**config.mk**
```make
export PLATFORM = sky130hd
export DESIGN_NAME = fetch_redirect_ctrl
export DESIGN_NICKNAME = d
export VERILOG_FILES = /design/src/rtl/fetch_redirect_ctrl.sv
export SDC_FILE = /design/constraint.sdc
export NUM_CORES = 1
export LEC_CHECK = 0
export BUFFER_PORTS_ARGS = -buffer_cell sky130_fd_sc_hd__clkbuf_2
export CORE_UTILIZATION = 41
export CTS_CLUSTER_DIAMETER = 30
export DETAILED_ROUTE_END_ITERATION = 6
export PLACE_DENSITY = 0.78
export SLEW_MARGIN = 40
export SYNTH_ARGS = -nofsm -noshare
export SYNTH_HDL_FRONTEND = slang
export SYNTH_SLANG_ARGS = --single-unit
```
**constraint.sdc**
```tcl
create_clock -name clk -period 2.2 [get_ports clk]
set_input_delay 0.11 -clock clk [delete_from_list [all_inputs] [get_ports clk]]
set_output_delay 0.11 -clock clk [all_outputs]
set_load 0.03 [all_outputs]
```
**src/rtl/fetch_redirect_ctrl.sv**
```systemverilog
// Fetch sequencer: owns the fetch PC, issues icache requests, counts in-flight requests,
// arbitrates trap/mret/branch redirects and WFI sleep, and drains stale responses.
module fetch_redirect_ctrl #(
  parameter logic [31:0] RESET_PC        = 32'h8000_0000,
  parameter int unsigned MAX_OUTSTANDING = 2,
  parameter int unsigned CNT_W           = 2
) (
  input  logic        clk,
  input  logic        rstn,
  input  logic        trap_i,
  input  logic [31:0] trap_vector_i,
  input  logic        mret_i,
  input  logic [31:0] mret_vector_i,
  input  logic        valid_real_branch_i,
  input  logic [31:0] real_branch_i,
  input  logic        wfi_i,
  input  logic        wake_i,
  input  logic [31:0] next_pc_i,
  input  logic        buf_full_i,
  input  logic        req_ready_i,
  output logic        req_valid_o,
  output logic [31:0] fetch_addr_o,
  input  logic        resp_valid_i,
  output logic        resp_ready_o,
  output logic        resp_accept_o,
  output logic        flush_o,
  output logic [1:0]  state_o,
  output logic        spurious_o
);

  typedef enum logic [1:0] {
    StRun   = 2'd0,
    StDrain = 2'd1,
    StSleep = 2'd2
  } state_e;

  localparam logic [CNT_W-1:0] MaxOut = CNT_W'(MAX_OUTSTANDING);

  state_e           r_state, w_state_d;
  logic [31:0]      r_pc, w_pc_d;
  logic [CNT_W-1:0] r_cnt, w_cnt_d;
  logic             r_flush;
  logic             r_spurious, w_spurious_d;

  logic             w_redirect;
  logic [31:0]      w_target;
  logic             w_req_hs;
  logic             w_resp_hs;

  assign w_redirect = trap_i | mret_i | valid_real_branch_i;
  assign w_target   = trap_i ? trap_vector_i :
                      mret_i ? mret_vector_i : real_branch_i;

  assign req_valid_o   = (r_state == StRun) & ~buf_full_i & (r_cnt < MaxOut) & ~w_redirect;
  assign resp_ready_o  = (r_state == StRun) ? ~buf_full_i : 1'b1;
  assign w_req_hs      = req_valid_o & req_ready_i;
  assign w_resp_hs     = resp_valid_i & resp_ready_o;
  // Responses landing in DRAIN belong to the abandoned path and are dropped.
  assign resp_accept_o = w_resp_hs & (r_state != StDrain) & ~w_redirect;

  assign fetch_addr_o = r_pc;
  assign flush_o      = r_flush;
  assign state_o      = r_state;
  assign spurious_o   = r_spurious;

  always_comb begin
    w_cnt_d      = r_cnt;
    w_spurious_d = r_spurious;
    if (w_resp_hs && (r_cnt == '0)) begin
      w_spurious_d = 1'b1;
    end
    if (w_req_hs && !w_resp_hs) begin
      w_cnt_d = r_cnt + 1'b1;
    end else if (w_resp_hs && !w_req_hs && (r_cnt != '0)) begin
      w_cnt_d = r_cnt - 1'b1;
    end
  end

  always_comb begin
    w_state_d = r_state;
    w_pc_d    = r_pc;
    if (w_redirect) begin
      w_pc_d = w_target;
    end else if (w_req_hs) begin
      w_pc_d = next_pc_i;
    end
    unique case (r_state)
      StRun: begin
        if (w_redirect)  w_state_d = StDrain;
        else if (wfi_i)  w_state_d = StSleep;
      end
      StDrain: begin
        if (!w_redirect && (w_cnt_d == '0)) w_state_d = StRun;
      end
      StSleep: begin
        if (w_redirect)  w_state_d = StDrain;
        else if (wake_i) w_state_d = StRun;
      end
      default: w_state_d = StRun;
    endcase
  end

  always_ff @(posedge clk or negedge rstn) begin
    if (!rstn) begin
      r_state    <= StRun;
      r_pc       <= RESET_PC;
      r_cnt      <= '0;
      r_flush    <= 1'b0;
      r_spurious <= 1'b0;
    end else begin
      r_state    <= w_state_d;
      r_pc       <= w_pc_d;
      r_cnt      <= w_cnt_d;
      r_flush    <= w_redirect;
      r_spurious <= w_spurious_d;
    end
  end

endmodule

```
; After elaboration in Yosys (flattened, before gate mapping)
; Cells that the tools add are included.
; W data, S select, Z words.
[classes]
bitwise_logic = 11
eq_ne = 6
muxes = 13
n_reduce_logical = 14
addsub = 2
n_lt_le_gt_ge = 1
[op_table]
columns = operator, count
row1 = $mux W32, 4
row2 = $mux W2, 7
row3 = $and A1 B1 Y1, 7
row4 = $logic_not A2 Y1, 3
row5 = $ne A3 B3 Y1 const B, 2
row6 = $pmux W2 S3, 1
row7 = $logic_and A1 B1 Y1, 5
row8 = $reduce_bool A2 Y1, 2
row9 = $logic_not A1 Y1, 3
row10 = $reduce_and A3 Y1, 1
row11 = $add A2 B1 Y2 const B, 1
row12 = $eq A2 B1 Y1 const B, 1
row13 = $eq A2 B2 Y1 const B, 1
row14 = $lt A2 B2 Y1 const B, 1
row15 = $ne A2 B1 Y1 const B, 1
row16 = $ne A2 B2 Y1 const B, 1
row17 = $not A1 Y1, 2
row18 = $or A1 B1 Y1, 2
row19 = $sub A2 B1 Y2 const B, 1
row20 = $mux W1, 1
[totals]
output_inout_bits = 39
regBits = 38

; Longest topological paths before layout
[depth]
ltp_word = 14
mapped_depth = 7

; Worst setup path before layout
; Ideal clock, no wire load.
[synth_timing]
path_kind = reg2reg
start = reg r_state[1], in the netlist state_o[1]
end = reg r_state[0], in the netlist state_o[0]
setup_time_ps = 119
synth_period_minus_slack_ps = 1771
stages_incl_launch_ff = 7
t_arrival_ps = 1653
slack_ps = 429
n_path_buf = 0
path_cell_list = dfrtp_1 > nor3b_2 > inv_1 > nand2_1 > a31o_1 > xnor2_2 > o21a_1
[synth_via]
word_cells_on_any_way = 23
classes_between = eq/ne: 5 / mux: 4 / bitwise: 5 / reduce/logical: 9
[synth_rtl]
columns = item, line_no
row1 = "start, declared", 39  ; state_e r_state, w_state_d;
row2 = "start signal, assigned", 105  ; r_state <= StRun;
row3 = "start signal, assigned", 111  ; r_state <= w_state_d;
row4 = $logic_not A2 Y1 *, 55  ; assign resp_ready_o = (r_state == StRun) ? ~buf_full_i : 1'b1;
row5 = $mux W1 *, 55
row6 = via resp_ready_o, 24  ; output logic resp_ready_o,
row7 = $and A1 B1 Y1 *, 57  ; assign w_resp_hs = resp_valid_i & resp_ready_o;
row8 = $logic_and A1 B1 Y1 (2 in series), 74  ; end else if (w_resp_hs && !w_req_hs && (r_cnt != '0)) begin
row9 = $mux W2, 74
row10 = $mux W2 *, 72  ; if (w_req_hs && !w_resp_hs) begin
row11 = via w_cnt_d[0], 41  ; logic [CNT_W-1:0] r_cnt, w_cnt_d;
row12 = $logic_not A2 Y1 *, 93  ; if (!w_redirect && (w_cnt_d == '0)) w_state_d = StRun;
row13 = $logic_and A1 B1 Y1 *, 93
row14 = $ne A2 B2 Y1 (no source line) *, n/a
row15 = $reduce_and A3 Y1 (no source line) *, n/a
; Mark *: on every way through the listed nets, which the timed path passes. The rest lies on a longest branch.
; A chain may end at the register's enable or synchronous reset.

; Final worst setup path
[layout_timing]
start = reg r_cnt[1]
end = reg r_state[0], in the netlist state_o[0]
[layout_via]
elab_chain_len = 13
word_cells_on_any_way = 17
classes_between = add/sub: 2 / order compare: 1 / eq/ne: 1 / mux: 2 / bitwise: 3 / reduce/logical: 8
[layout_rtl]
columns = item, line_no
row1 = "start, declared", 41
row2 = "start signal, assigned", 113  ; r_cnt <= w_cnt_d;
row3 = $lt A2 B2 Y1, 54  ; assign req_valid_o = (r_state == StRun) & ~buf_full_i & (r_cnt < MaxOut) & ~w_redirect;
row4 = $and A1 B1 Y1 (2 in series), 54
row5 = $and A1 B1 Y1, 56  ; assign w_req_hs = req_valid_o & req_ready_i;
row6 = $logic_not A1 Y1, 74
row7 = $logic_and A1 B1 Y1 (2 in series), 74
row8 = $mux W2, 74
row9 = $mux W2 *, 72
row10 = via w_cnt_d[1], 41
row11 = $logic_not A2 Y1 *, 93
row12 = $logic_and A1 B1 Y1 *, 93
row13 = $ne A2 B2 Y1 (no source line) *, n/a
row14 = $reduce_and A3 Y1 (no source line) *, n/a
; Marked as above.

==> impl_metrics.ini <==
[sta]
drv_slew = 0
fin_ws_ns = 0.4509
fin_skew_ns = 0.002817
setup_viol = 0
hold_viol = 0
fin_crit_ns = 1.749
fin_setup_tns_ns = 0
maxSlewHeadroom_pct = 64.74
max_freq_mhz = 571.7
tightest_slew_ns = 0.5289
period_share_pct = 79.51
rsz0062_at_grt = no

[cells_and_area]
nFillCells = 509
register_area_um2 = 952.2
multi_input_area_um2 = 1401
final_util_pct = 62.32
synthToLayoutAreaGrowth_pct = 42.78
diodes = 0
final_nets = 562
drive_gt1_share_pct = 47.17

[placed_design]
hpwl_um = 5368
gp_congestion = 0.8858
place_ws_ns = 0.4720
port_buffers = 176

[yosys]
synth_top_family_by_area = multiplexers
synth.avg_cell_area_um2 = 9.792
synth_xor_xnor_area_share_pct = 0.6566
synthMuxAreaShare_pct = 26.26
synth_top_area_share_pct = 37.37
syn_area_um2 = 2477
synth-adder-area-share_pct = 0.5051
synth_top_area_cell = dfrtp_1
postSynthCellCount = 253
synth_cell_types = 31
ys_seq_elements = 38
synth_warnings = 0
syn-num-nets = 392
synthSimpleGateAreaFrac_pct = 10.00
synthArstFlopShare_pct = 100.0
ys_top_cells_by_area = dfrtp_1, mux2i_1, a211oi_1
synth_compound_area_share_pct = 18.94
synth-seq-area-share_pct = 38.43
synth-edff-count = 0
synth_top_flop_cell = dfrtp_1

[global_routing]
globalRouteOverflowTotal = 0
grt_pass1_vias = 2511
grt.total_usage_pct = 22.15
antenna_found_initial = 0
grt_pass1_wl_um = 10900
grt_max_degree = 41

[critical_path]
slowest_delay_ns = 0.42
cpLargestDelayFamily = compound AO/OA/AOI/OAI gates
critical_path.most_common_cell = inv_1
startpoint_type = flip-flop
cp_data_arrival_time_ns = 1.93
path_cells = inv_1 > ha_1 > inv_1 > o31ai_1 > o211ai_2 > or2_0 > o21a_1
required_ns = 2.38
path_max_fanout = 3
cp-end-kind = flip-flop
critPathBufInv = 2
worstSetupPathType = reg -> reg
crit_slowest_cell = dfrtp_1

[clock_tree]
clkLatencyLatePin_ns = 0.29
numClockSinks = 38
post-cts-setup-buffer-count = 0
numCtsBuffers = 5
clockBufferDepth = 2
clk_pin_slew_ns = 0.08
cts_root_buffer = clkbuf_8
cts_tree = yes
htree_levels = 2

[routing]
drcViolationCount = 0
via_per_inst = 5.131
wl_per_cell_um = 13.77
drt-initial-drc-count = 46
final_antenna_net_count = 0
vias = 2545
first_pass_iters = 4
drt-total-wl_um = 6829

[job]
cap_violations = 0

[power_and_ir_drop]
p_leak_nw = 2.048
clkPwrFrac_pct = 26.8
p_seq_share_pct = 38.8
cellPowerDensity_nw_per_um2 = 616.5
ir_drop_mv = 0.4361
p_comb_share_pct = 34.4
switching_share_pct = 33.94
power.internal_w = 0.001441
p_switching_w = 0.0007400

[floorplan]
start_util_pct = 43.65
die_h_um = 79.73
core_area_um2 = 5675
fp.dieW_um = 79.73
ios = 177
die-area_um2 = 6357
rows = 27

[worst_hold_path]
min_path_type = in -> reg

[outcome]
status = finished, final reports clean
[power by group through the flow]
stage	sequential (W)	clock (W)	combinational (W)
finish	0.000846	0.000584	0.000750
CTS	0.000847	0.000606	0.000758
global route	0.000856	0.000629	0.000827
global placement	0.000857	0	0.000729
floorplan	0.000990	0	0.000342
detailed placement	0.000858	0	0.000756
[worst register-to-register path: stages, from the launching register on]
cell and delay, ns:
dfrtp_1 0.42, inv_1 0.08, ha_1 0.31, inv_1 0.06
o31ai_1 0.28, o211ai_2 0.13, or2_0 0.21, o21a_1 0.16
[synth_stat cells (2+ instances only)]
master	instances
a211oi_1	33
a21oi_1	33
buf_1	3
buf_2	7
buf_4	2
clkbuf_1	8
dfrtp_1	37
inv_1	7
mux2i_1	65
nand2_1	2
nor2_1	34
nor3_1	3
[cell type report]
class	count	area share, %
Sequential cell	38	26.92
Inverter	7	0.7428
Multi-Input combinational cell	187	39.62
Clock buffer	5	1.946
Timing Repair Buffer	184	27.10
Tap cell	72	2.547
Clock inverter	3	1.132
[path summary, 6_finish.rpt]
kind	from	to	slack, ns	cells past startpoint
max	r_cnt[1]$_DFF_PN0_	state_o[0]$_DFFE_PN0P_	0.45	7
min	next_pc_i[31]	fetch_addr_o[31]$_DFFE_PN1P_	0.09	3
max reg2reg	r_cnt[1]$_DFF_PN0_	state_o[0]$_DFFE_PN0P_	0.45	7
min reg2reg	spurious_o$_DFFE_PN0P_	spurious_o$_DFFE_PN0P_	0.50	1
max in group asynchronous	rstn	fetch_addr_o[31]$_DFFE_PN1P_	1.46	2
min in group asynchronous	rstn	r_cnt[0]$_DFF_PN0_	0.36	2
[routing by layer]
metal / share of wire [%] / vias up / track usage (%) / wire length, um
li1: - / 1270 / - / -
met1: 40 / 1154 / 24.04 / 2743
met3: 6.9 / 12 / 5.257 / 468
met2: 51 / 109 / 41.71 / 3515
met4: 1.5 / 0 / 7.321 / 102
met5: 0 / - / 0 / 0
[registers in the layout (all words and copies together), names as in the netlist]
signal,count
spurious_o,1
r_cnt,2
fetch_addr_o,32
flush_o,1
state_o,2
[cells by family (layout without fill, tap and decap cells)]
| group | after synthesis | in the layout |
|---|---|---|
| flip-flops | 38 | 38 |
| buffers and inverters | 28 | 199 |
| AO/OA/AOI/OAI | 72 | 72 |
| XOR/XNOR | 1 | 1 |
| adder cells (fa/ha/maj) | 1 | 1 |
| AND/OR/NAND/NOR | 48 | 48 |
| multiplexers | 65 | 65 |
[cells in the final DEF, fill, tap and decap left out, types with 2 or more instances in the layout]
| cell type | Yosys | layout |
|---|---|---|
| buf_4 | 2 | 6 |
| nor2_1 | 34 | 34 |
| clkbuf_8 | 0 | 5 |
| a211oi_1 | 33 | 33 |
| a21oi_1 | 33 | 33 |
| clkinv_2 | 0 | 2 |
| dfrtp_1 | 37 | 37 |
| clkbuf_2 | 0 | 175 |
| inv_1 | 7 | 7 |
| mux2i_1 | 65 | 65 |
| nor3_1 | 3 | 2 |
| nand2_1 | 2 | 2 |
[per-stage QoR]
stage | power (W) | area, um2 | hold slack (ns) | cells
2_1_floorplan | 0.001332 | 2477 | -0.1856 | 253
3_3_place_gp | 0.001586 | 3416 | 0.3069 | 487
3_5_place_dp | 0.001614 | 3418 | 0.1532 | 487
4_1_cts | 0.002211 | 3537 | 0.08409 | 496
5_1_grt | 0.002313 | 3537 | 0.09813 | 496
6_report | 0.002180 | 3537 | 0.09154 | 496
[what timing repair did]
| item | 4_1_cts | 5_1_grt |
|---|---|---|
| hold buffers | 1 | 0 |
| gates resized for setup | 0 | 0 |
| hold endpoints to repair | 37 | 0 |
No activity file was read; power rests on OpenSTA's default activity.
